## config.mk

```make
export PLATFORM = sky130hd
export DESIGN_NAME = inject_scheduler
export DESIGN_NICKNAME = d
export VERILOG_FILES = /design/src/rtl/noc_pkg.sv /design/src/rtl/inj_fifo.sv /design/src/rtl/inject_scheduler.sv
export SDC_FILE = /design/constraint.sdc
export NUM_CORES = 1
export LEC_CHECK = 0
export ABC_AREA = 1
export BUFFER_PORTS_ARGS = -buffer_cell sky130_fd_sc_hd__clkbuf_2
export CORE_MARGIN = 3
export CORE_UTILIZATION = 35
export CTS_CLUSTER_DIAMETER = 120
export CTS_CLUSTER_SIZE = 20
export DETAILED_ROUTE_END_ITERATION = 12
export PLACE_DENSITY_LB_ADDON = 0.08
export SLEW_MARGIN = 30
export SYNTH_ARGS = -nofsm -noshare
export SYNTH_HDL_FRONTEND = slang
export SYNTH_SLANG_ARGS = --single-unit
```

## constraint.sdc

```tcl
create_clock -name clk -period 8.2 [get_ports clk]
set_input_delay 0.82 -clock clk [delete_from_list [all_inputs] [get_ports clk]]
set_output_delay 0.82 -clock clk [all_outputs]
set_load 0.02 [all_outputs]
```

## src/rtl/noc_pkg.sv

```systemverilog
// noc_pkg: shared port/direction encodings and XY routing for the bufferless router
package noc_pkg;
    localparam int ADDR_W = 6;
    localparam int ROW_MSB = 5;
    localparam int ROW_LSB = 3;
    localparam int COL_MSB = 2;
    localparam int COL_LSB = 0;
    localparam logic [1:0] P_N = 2'd0;
    localparam logic [1:0] P_S = 2'd1;
    localparam logic [1:0] P_E = 2'd2;
    localparam logic [1:0] P_W = 2'd3;
    localparam logic [4:0] DIR_E = 5'b00001;
    localparam logic [4:0] DIR_W = 5'b00010;
    localparam logic [4:0] DIR_N = 5'b00100;
    localparam logic [4:0] DIR_S = 5'b01000;
    localparam logic [4:0] DIR_LOCAL = 5'b10000;
    typedef enum logic [1:0] {IDLE, WAIT, STARVED} state_t;
    function automatic logic [4:0] xy_route(input logic [ADDR_W-1:0] addr, input logic [2:0] row, input logic [2:0] col);
        return addr[COL_MSB:COL_LSB] > col ? DIR_E :
               addr[COL_MSB:COL_LSB] < col ? DIR_W :
               addr[ROW_MSB:ROW_LSB] > row ? DIR_N :
               addr[ROW_MSB:ROW_LSB] < row ? DIR_S : DIR_LOCAL;
    endfunction
endpackage

```

## src/rtl/inj_fifo.sv

```systemverilog
// inj_fifo: small power-of-two FIFO buffering locally generated flit addresses
module inj_fifo
    import noc_pkg::*;
#(
    parameter int DEPTH = 4,
    parameter int W = ADDR_W
) (
    input  logic                         clk,
    input  logic                         rst_n,
    input  logic                         push,
    input  logic                         pop,
    input  logic [W-1:0]                 din,
    output logic [W-1:0]                 head,
    output logic [$clog2(DEPTH+1)-1:0]   count,
    output logic                         ready
);
    localparam int AW = $clog2(DEPTH);
    localparam int CW = $clog2(DEPTH+1);
    logic [W-1:0] mem [DEPTH];
    logic [AW-1:0] wr_ptr, rd_ptr;
    logic push_ok, pop_ok;
    assign ready = count < CW'(DEPTH);
    assign push_ok = push & ready;
    assign pop_ok = pop & (count != '0);
    assign head = mem[rd_ptr];
    always_ff @(posedge clk) begin
        if (push_ok) mem[wr_ptr] <= din;
    end
    always_ff @(posedge clk or negedge rst_n) begin
        if (!rst_n) begin
            wr_ptr <= '0;
            rd_ptr <= '0;
            count <= '0;
        end else begin
            wr_ptr <= wr_ptr + AW'(push_ok);
            rd_ptr <= rd_ptr + AW'(pop_ok);
            count <= count + CW'(push_ok) - CW'(pop_ok);
        end
    end
endmodule

```

## src/rtl/inject_scheduler.sv

```systemverilog
// inject_scheduler: grants idle router slots round-robin to queued local flits,
// loops back self-addressed flits and flags prolonged injection starvation.
module inject_scheduler
    import noc_pkg::*;
#(
    parameter logic [2:0] ROW = 3'd4,
    parameter logic [2:0] COL = 3'd4,
    parameter int DEPTH = 4,
    parameter int STARVE_LIMIT = 15
) (
    input  logic              clk,
    input  logic              rst_n,
    input  logic              src_valid,
    input  logic [ADDR_W-1:0] src_addr,
    output logic              src_ready,
    input  logic [3:0]        in_valid,
    output logic [3:0]        inj_valid,
    output logic [ADDR_W-1:0] inj_addr,
    output logic [4:0]        inj_dir,
    output logic              loop_valid,
    output logic              starve,
    output logic [2:0]        fifo_count
);
    localparam int CW = $clog2(DEPTH+1);
    logic [ADDR_W-1:0] head;
    logic [CW-1:0] count, count_next;
    logic [4:0] route;
    logic is_local, free_found, pop;
    logic [1:0] rr, gnt;
    logic [3:0] blk, blk_next;
    state_t state;
    inj_fifo #(.DEPTH(DEPTH), .W(ADDR_W)) u_fifo (
        .clk(clk), .rst_n(rst_n), .push(src_valid), .pop(pop), .din(src_addr),
        .head(head), .count(count), .ready(src_ready)
    );
    assign route = xy_route(head, ROW, COL);
    assign is_local = route == DIR_LOCAL;
    // Descending scan so the last hit is the first free slot at or after rr.
    always_comb begin
        gnt = rr;
        free_found = 1'b0;
        for (int i = 3; i >= 0; i--) begin
            if (!in_valid[rr + 2'(i)]) begin
                gnt = rr + 2'(i);
                free_found = 1'b1;
            end
        end
    end
    assign pop = (count != '0) && (is_local || free_found);
    assign count_next = count + CW'(src_valid & src_ready) - CW'(pop);
    assign blk_next = (count != '0 && !pop) ? (blk == 4'(STARVE_LIMIT) ? blk : blk + 4'd1) : 4'd0;
    assign starve = state == STARVED;
    assign fifo_count = 3'(count);
    always_ff @(posedge clk or negedge rst_n) begin
        if (!rst_n) begin
            rr <= P_N;
            blk <= '0;
            state <= IDLE;
            inj_valid <= '0;
            inj_addr <= '0;
            inj_dir <= '0;
            loop_valid <= 1'b0;
        end else begin
            rr <= (pop && !is_local) ? gnt + 2'd1 : rr;
            inj_valid <= (pop && !is_local) ? 4'b0001 << gnt : 4'b0000;
            loop_valid <= pop && is_local;
            if (pop) begin
                inj_addr <= head;
                inj_dir <= route;
            end
            blk <= blk_next;
            state <= count_next == '0 ? IDLE : blk_next == 4'(STARVE_LIMIT) ? STARVED : WAIT;
        end
    end
endmodule
```

### After elaboration in Yosys (flattened, before gate mapping)

Memory sizes are Yosys's and may differ from the RTL's.
Index checks and enable logic that the tools add are counted.
W data, S select, Z words.

* shifts and indexed selects: 1
* equality and inequality tests: 4
* bitwise gates (word level): 3
* reduce and logical (&&, ||, !) cells: 9
* magnitude comparators: 9
* add/sub/neg operators: 11
* multiplexer cells: 27

Operator list (number)
* $mux W5: 4
* $lt A2 B3 Y1 const B: 4
* $mux W2: 6
* $mux W4: 3
* $mux W1: 10
* $lt A3 B3 Y1 const B: 3
* $bmux W1 S2: 4
* $eq A4 B4 Y1 const B: 2
* $add A3 B1 Y3: 2
* $gt A3 B3 Y1 const B: 2
* $sub A3 B1 Y3: 2
* $eq A5 B5 Y1 const B: 1
* $add A2 B1 Y2: 2
* $add A2 B1 Y2 const B: 2
* $add A2 B2 Y2 const B: 2
* $add A4 B1 Y4 const B: 1
* $logic_and A1 B1 Y1: 4
* $shl A1 B2 Y4 const A: 1
* $and A1 B1 Y1: 3
* $logic_not A3 Y1: 1
* $reduce_bool A3 Y1: 1
* $eq A2 B2 Y1 const B: 1
* $logic_not A1 Y1: 2
* $logic_or A1 B1 Y1: 1

* memory bits (writable): 24
* input bits: 13
* memories: 1
* output and inout bits: 21
* word-level logic and storage cells: 75
* register bits: 31

Memory list
* u_fifo.mem: words 4, bits a word 6, rd ports 1, clocked after memory_dff 0, write ports 1, RTL line inj_fifo.sv:19 `logic [W-1:0] mem [DEPTH];`

### Longest topological paths before layout

Gate-level depths: netlist of the first run.

* depth after elaboration: 15
* depth in mapped cells: 21
* mapped depth without buffers: 19

### By module

Synthesis of the first run repeated with hierarchy kept, for this count alone.

* cell total of the unflattened synthesis: 309
* area total of the unflattened synthesis: 2753.9 um^2

By module, submodules not included
* inject_scheduler: cells an instance 202, instances 1, area each 1436.4 um^2, seq. area each 600.6 um^2
* inj_fifo: cells an instance 107, instances 1, area each 1317.5 um^2, seq. area each 895.9 um^2

### Least setup slack after synthesis of the first run

Ideal clock, no wire load.

* path kind: input to register
* from: in in_valid[0]
* to: reg state[0]
* setup time: 113 ps
* setup slack: 5158 ps
* stages: 20
* buffers on the path: 1
* data required time: 8087 ps
* data arrival time: 2929 ps
* cell sequence: inv_1 > nand2_1 > nand2_1 > nand2_1 > nand2_1 > nor2_1 > nand2_1 > nor2_2 > nor2_4 > buf_4 > ha_1 > inv_1 > ha_1 > fa_1 > nor2_1 > nand2_1 > nor2_1 > inv_1 > nand2_1 > inv_1

* longest elaborated chain between the ends: 14
* elaborated cells on any way between the ends: 22
* classes of those cells: 1 x add/sub; 1 x eq/ne; 15 x mux; 5 x reduce/logical

Ends and longest elaborated chain
* start: declaration: RTL line inject_scheduler.sv:16 `input logic [3:0] in_valid,`
* $bmux W1 S2: RTL line inject_scheduler.sv:43 `if (!in_valid[rr + 2'(i)]) begin`
* $mux W1 (not written as such): RTL line inject_scheduler.sv:43
* $mux W1 (3 in a row): RTL line inject_scheduler.sv:43
* $mux W1 *: RTL line inject_scheduler.sv:43
* $logic_or A1 B1 Y1 *: RTL line inject_scheduler.sv:49 `assign pop = (count != '0) && (is_local || free_found);`
* $logic_and A1 B1 Y1 *: RTL line inject_scheduler.sv:49
* via pop: RTL line inject_scheduler.sv:28 `logic is_local, free_found, pop;`
* $logic_not A1 Y1: RTL line inject_scheduler.sv:51 `assign blk_next = (count != '0 && !pop) ? (blk == 4'(STARVE_LIMIT) ? blk : blk + 4'd1) : 4'd0;`
* $logic_and A1 B1 Y1: RTL line inject_scheduler.sv:51
* $mux W4: RTL line inject_scheduler.sv:51
* $eq A4 B4 Y1: RTL line inject_scheduler.sv:72 `state <= count_next == '0 ? IDLE : blk_next == 4'(STARVE_LIMIT) ? STARVED : WAIT;`
* $mux W2: RTL line inject_scheduler.sv:72
* $mux W2 *: RTL line inject_scheduler.sv:72
* end signal: assignment: RTL line inject_scheduler.sv:72
* end: declaration: RTL line inject_scheduler.sv:31 `state_t state;`

Mark *: on every way through the listed nets, which the timed path passes. The rest lies on a longest branch. The select of a mux whose other input is x is not followed.
A chain may end at the register's enable or synchronous reset.

### Worst setup path in the final report of the first run

* from: reg u_fifo.rd_ptr[0]
* to: reg state[0]

* longest elaborated chain between the ends: 15
* elaborated cells on any way between the ends: 20
* classes of those cells: 1 x add/sub; 4 x order compare; 2 x eq/ne; 7 x mux; 5 x reduce/logical; 1 x memory

Ends and longest elaborated chain
* start: declaration: RTL line inj_fifo.sv:20 `logic [AW-1:0] wr_ptr, rd_ptr;`
* start signal: assignment: RTL line inj_fifo.sv:36 `rd_ptr <= rd_ptr + AW'(pop_ok);`
* $mem_v2 Z4 W6 *
* $lt A3 B3 Y1: RTL line noc_pkg.sv:22 `addr[ROW_MSB:ROW_LSB] < row ? DIR_S : DIR_LOCAL;`
* $mux W5: RTL line noc_pkg.sv:22
* $mux W5: RTL line noc_pkg.sv:21 `addr[ROW_MSB:ROW_LSB] > row ? DIR_N :`
* $mux W5: RTL line noc_pkg.sv:20 `addr[COL_MSB:COL_LSB] < col ? DIR_W :`
* $mux W5 *: RTL line noc_pkg.sv:19 `return addr[COL_MSB:COL_LSB] > col ? DIR_E :`
* $eq A5 B5 Y1 *: RTL line inject_scheduler.sv:37 `assign is_local = route == DIR_LOCAL;`
* $logic_or A1 B1 Y1 *: RTL line inject_scheduler.sv:49
* $logic_and A1 B1 Y1 *: RTL line inject_scheduler.sv:49
* $logic_not A1 Y1: RTL line inject_scheduler.sv:51
* $logic_and A1 B1 Y1: RTL line inject_scheduler.sv:51
* $mux W4: RTL line inject_scheduler.sv:51
* $eq A4 B4 Y1: RTL line inject_scheduler.sv:72
* $mux W2: RTL line inject_scheduler.sv:72
* $mux W2 *: RTL line inject_scheduler.sv:72

Mark *: on every way between the ends. The rest lies on a longest branch, timed or not.

==> impl_metrics.ini, run 1 <==
[synth]
synth.avg_cell_area_um2 = 8.97
synth_edf_count = 24
synth.most_common_cell = nand2_1
yosysTopAreaCellShare = 0.292
ys_seq_area_frac = 0.564
async_flop_share = 0.564
synthCells = 296
yosys-top-cells-count = 109 x nand2_1, 43 x inv_1, 31 x dfrtp_1
synth_nets = 321
ys_seq_elements = 55
ys_top_cells_by_area = dfrtp_1 29%, edfxtp_1 27%, nand2_1 15%
yosysTopAreaCell = dfrtp_1
synth_ff_type = dfrtp_1
yosysWarnings = 0
synth_area_um2 = 2660
ys_types = 24

[worst_setup_path]
critPathCaptureType = flop
cp_data_arrival_time_ns = 3.39
critPathMaxFanout = 14
critPathLaunchType = flop
r2r_start = u_fifo.rd_ptr[0]
rr_worst_depth = 18
crit_path_end = state[0]
crit_start = u_fifo.rd_ptr[0]
crit_required_ns = 8.40
criticalPathCategory = reg -> reg
r2r_slack_ns = 5.01
reg2reg_to = state[0]

[drt]
postRouteAntennaNets = 0
num_vias = 1877
first_pass_iters = 4
wl_per_cell_um = 11.2
drtIter0Drc = 61
drc = 0
totalWireLength_um = 4810
vias_per_cell = 4.37

[clocking]
cts.sinks = 55
cts-buffers-inserted = 5
cts_resized = 0
clk-insertion-delay-late_ns = 0.30
root_buffer = clkbuf_8
htreeDepth = 2
cts_tree = yes
path_clk_slew_ns = 0.10
clk_path_buf_depth = 2
hold_buffers = 0
postCtsSetupBuffers = 0

[job]
maxCapViolations = 0

[layout]
layout-drive-gt1-share = 0.166
register_area_um2 = 1500
nets = 355
fillers = 771
area_growth_pct = 14.2
multi_input_area_um2 = 955
diodes = 0

[power]
ir_worst_vdd_uv = 212
power_density_nw_per_um2 = 405
power_mw = 1.23
leakage_nw = 1.55

[sta]
setup_viol = 0
max_freq_mhz = 314
period_needed_ns = 3.19
min_period_over_period = 0.389
hold_violations = 0
fin_skew_ns = 0.0115
finalSetupTns_ns = 0
worst_pin_slew_ns = 0.773
slew_violations = 0
rsz0062_at_grt = no
slew_headroom = 0.484

[floorplanning]
rows = 31
die_x_um = 93.1
num_io_pins = 34
core_area_um2 = 7290
die-area_um2 = 8670
initial_core_util = 0.364
die-height_um = 93.1

[placement]
io_buffer_count = 33
gp_congestion = 0.800
dp_hpwl_um = 3730

[grt]
grt_overflow = 0
grt_pass1_vias = 1907
grt_usage = 0.127
grt_pass1_wl_um = 8740
grt_max_degree = 32
antenna_found_initial = 0

[hold_path]
hold_class = reg -> reg

[run_status]
outcome = finished clean
registers in the layout (all words and copies together) (netlist names), 2 cells and up:
| name | flops |
|---|---|
| inj_addr | 6 |
| inj_dir | 5 |
| u_fifo.wr_ptr | 2 |
| state | 2 |
| u_fifo.mem | 24 |
| inj_valid | 4 |
| rr | 2 |
| u_fifo.rd_ptr | 2 |
| blk | 4 |
| u_fifo.count | 3 |
placed cells by master, fill, tap and decap left out:
cell type	Yosys	layout
a21oi_1	4	4
and2_1	1	1
bufinv_16	0	1
clkbuf_1	0	1
clkbuf_2	0	33
clkbuf_8	0	5
dfrtp_1	31	31
edfxtp_1	24	24
fa_1	2	2
ha_1	10	10
inv_1	43	43
inv_2	5	5
inv_6	0	1
nand2_1	109	109
nand3_1	22	22
nand3_2	3	3
nand3b_1	1	1
nand4_1	1	1
nor2_1	18	18
nor2_2	1	1
nor2_4	2	2
nor3_2	0	4
o21ai_0	2	2
o21ai_1	2	2
xnor2_1	2	2
xor2_1	3	3
worst min path at each step:
stage	start	depth (start not counted)	to
global placement	inj_addr[2]	2	inj_addr[2]
CTS	inj_addr[2]	2	inj_addr[2]
floorplan	u_fifo.wr_ptr[1]	1	u_fifo.wr_ptr[1]
detailed placement	inj_addr[2]	2	inj_addr[2]
global route	inj_addr[5]	2	inj_addr[5]
finish	inj_addr[2]	2	inj_addr[2]
through the flow:
| step | setup WS (ns) | cells | area (um^2) | hold slack, ns | utilization |
|---|---|---|---|---|---|
| global route | 4.62 | 430 | 3030 | 0.518 | 0.416 |
| global placement | 4.95 | 422 | 2900 | 0.455 | 0.398 |
| finish | 5.01 | 430 | 3030 | 0.479 | 0.416 |
| floorplan | 5.16 | 296 | 2660 | 0.483 | - |
| detailed placement | 4.94 | 422 | 2920 | 0.459 | 0.400 |
| CTS | 5.00 | 430 | 3030 | 0.484 | 0.415 |
area by class of cell:
cell class | instances | share of cell area
Multi-Input combinational cell | 187 | 0.315
Sequential cell | 55 | 0.494
Clock inverter | 2 | 0.0128
Timing Repair Buffer | 33 | 0.0545
Inverter | 48 | 0.0594
Tap cell | 99 | 0.0409
Clock buffer | 6 | 0.0239
where the power goes:
group | switching [mW] | leakage (nW) | internal, mW
sequential | 0.0641 | 0.606 | 0.374
combinational | 0.405 | 0.890 | 0.205
clock | 0.0867 | 0.0558 | 0.0924
layer usage:
metal | share of wire | vias to the layer above | global-route usage
met3 | 0.030 | 8 | 0.0290
met2 | 0.44 | 32 | 0.192
met4 | 0.018 | 0 | 0.0513
li1 | - | 980 | -
met5 | 0 | - | 0
met1 | 0.51 | 857 | 0.176
critical path, stage by stage (launching register included):
cell	delay [ns]
dfrtp_1	0.61
inv_2	0.18
nand2_1	0.10
nand3_1	0.09
nand2_1	0.12
nand3_2	0.12
nor2_4	0.15
nor2_2	0.07
nor2_4	0.27
ha_1	0.29
inv_1	0.07
ha_1	0.16
fa_1	0.41
nor2_1	0.11
nand2_1	0.06
nor2_1	0.12
inv_1	0.05
nand2_1	0.06
inv_1	0.04
cells by family after synthesis:
group	Yosys count	share of synthesized area
buffers and inverters	54	0.0844
xor gates and xnor gates	5	0.0165
adders and majority gates	12	0.0622
AOI/OAI and AO/OA	8	0.0151
and+or+nand+nor	162	0.258
DFF	55	0.564
(Power assumes the default switching activity.)
==> run 2, diff against run 1 <==
clock period = 3.1 ns   (was 8.2 ns; I/O delays follow)
==> impl_metrics.ini, run 2 (synthesized netlist as in run 1, its figures left out) <==
[run_status]
outcome = finished clean

[layout]
largest_reg_flops = 24
nets = 361
regMostFlops = u_fifo.mem
area_growth_pct = 14.3
fin_area_um2 = 3040
top_regs = u_fifo.mem: 24 flops, inj_addr: 6 flops, inj_dir: 5 flops
layout-drive-gt1-share = 0.172
final_common_cell = nand2_1
final_cell_mix = 109 x nand2_1, 43 x inv_1, 33 x clkbuf_2
diodes = 0

[clocking]
postCtsSetupBuffers = 0
path_clk_slew_ns = 0.10
cts.sinks = 55
root_buffer = clkbuf_8
hold_buffers = 0
cts-buffers-inserted = 5
clk-insertion-delay-late_ns = 0.31
htreeDepth = 2
cts_tree = yes
clk_path_buf_depth = 2

[power]
power_mw = 3.23
switching_share = 0.463
switching_power_mw = 1.49
p_seq_frac = 0.353
internal_power_mw = 1.73
power_frac_clock = 0.120
ir_worst_vdd_uv = 575
leakage_nw = 1.56
power.share.combinational = 0.527
power_density_nw_per_um2 = 1060

[sta]
period_needed_ns = 2.83
setup_viol = 0
finalSetupTns_ns = 0
min_period_over_period = 0.913
slew_violations = 0
fin_skew_ns = 0.00869
rsz0062_at_grt = no
hold_violations = 0
worst_pin_slew_ns = 0.834
slew_headroom = 0.444
worst_hold_slack_ns = 0.0850
max_freq_mhz = 353

[floorplanning]
die-height_um = 93.1
die-area_um2 = 8670
die_x_um = 93.1
initial_core_util = 0.364
core_area_um2 = 7290
rows = 31
num_io_pins = 34

[drt]
num_vias = 1888
first_pass_iters = 4
postRouteAntennaNets = 0
drc = 0
drtIter0Drc = 115
totalWireLength_um = 5180
wl_per_cell_um = 11.9
vias_per_cell = 4.33

[grt]
grt_pass1_wl_um = 8960
grt_overflow = 0
grt_max_degree = 32
antenna_found_initial = 0
grt_usage = 0.134
grt_pass1_vias = 1857

[worst_setup_path]
r2r_slack_ns = 0.27
slowest_stage = dfrtp_1
crit_required_ns = 3.31
criticalPathCategory = reg -> reg
cpPeakStageDelay_ns = 0.51
reg2reg_to = state[0]
path_cells = buf_4, nand2_1, nand3_1, nand2_1, nand3_2, nor2_4, nor2_2, nor2_4, ha_1, inv_1, ha_1, fa_1, nor2_1, nand2_1, nor2_1, inv_1, nand2_1, inv_1
critPathMaxFanout = 8
cpMostUsedCell = nand2_1
cp_data_arrival_time_ns = 3.04
rr_worst_depth = 18
critPathLaunchType = flop
critPathCaptureType = flop
r2r_start = u_fifo.rd_ptr[0]

[placement]
gp_congestion = 0.750
dp_hpwl_um = 3950
post_dp_cell_area_um2 = 2950
io_buffer_count = 33

[job]
maxCapViolations = 0

[hold_path]
hold_class = in -> async
## run 2: how the worst max path moves through the flow
| stage | start | end | slack [ns] | cells past startpoint |
|---|---|---|---|---|
| 3_3_place_gp | rr[0] | state[0] | 0.27 | 18 |
| 4_1_cts | rr[0] | state[0] | 0.26 | 18 |
| 2_1_floorplan | rr[0] | state[0] | 0.33 | 20 |
| 5_1_grt | u_fifo.rd_ptr[0] | state[0] | 0.02 | 18 |
| 6_report | u_fifo.rd_ptr[0] | state[0] | 0.27 | 18 |
| 3_5_place_dp | rr[0] | state[0] | 0.28 | 18 |
## run 2: what timing repair did
action / 4_1_cts / 5_1_grt
setup endpoints to repair: 0 / 1
endpoints found under the hold margin: 0 / 0
gates resized for setup: 0 / 1
## run 2: critical path: cells and delay by family, from the launching register on
family / cells / cell delay (ns)
and+or+nand+nor: 11 / 0.98
adders and majority gates: 3 / 0.90
DFF: 1 / 0.51
buffers and inverters: 4 / 0.34
## run 2: cell type report
cell class                 count  area [um^2]
tap                           99          124
clock buffer                   7         76.3
fill                         748         4260
timing repair buffer          39          210
clock inverter                 1         7.51
multi-input combinational    187          940
sequential                    55         1500
inverter                      48          180
## run 2: power by group through the flow
stage	Clock (mW)	Sequential, mW	Combinational [mW]
5_1_grt	0.431	1.17	2.00
3_5_place_dp	0	1.15	1.73
4_1_cts	0.402	1.14	1.73
2_1_floorplan	0	1.23	1.21
6_report	0.387	1.14	1.70
3_3_place_gp	0	1.15	1.72
## run 2: per-layer routing
metal	vias to the layer above	GRT usage	part of all wire
li1	991	-	-
met1	847	0.196	0.52
met2	44	0.195	0.42
met3	6	0.0314	0.044
met4	0	0.0440	0.015
met5	-	0	0
## run 2: stage by stage
stage	setup WS [ns]	utilization	instances
2_1_floorplan	0.330	-	296
4_1_cts	0.260	0.415	436
3_3_place_gp	0.265	0.404	428
3_5_place_dp	0.284	0.404	428
5_1_grt	0.0154	0.416	436
6_report	0.269	0.416	436
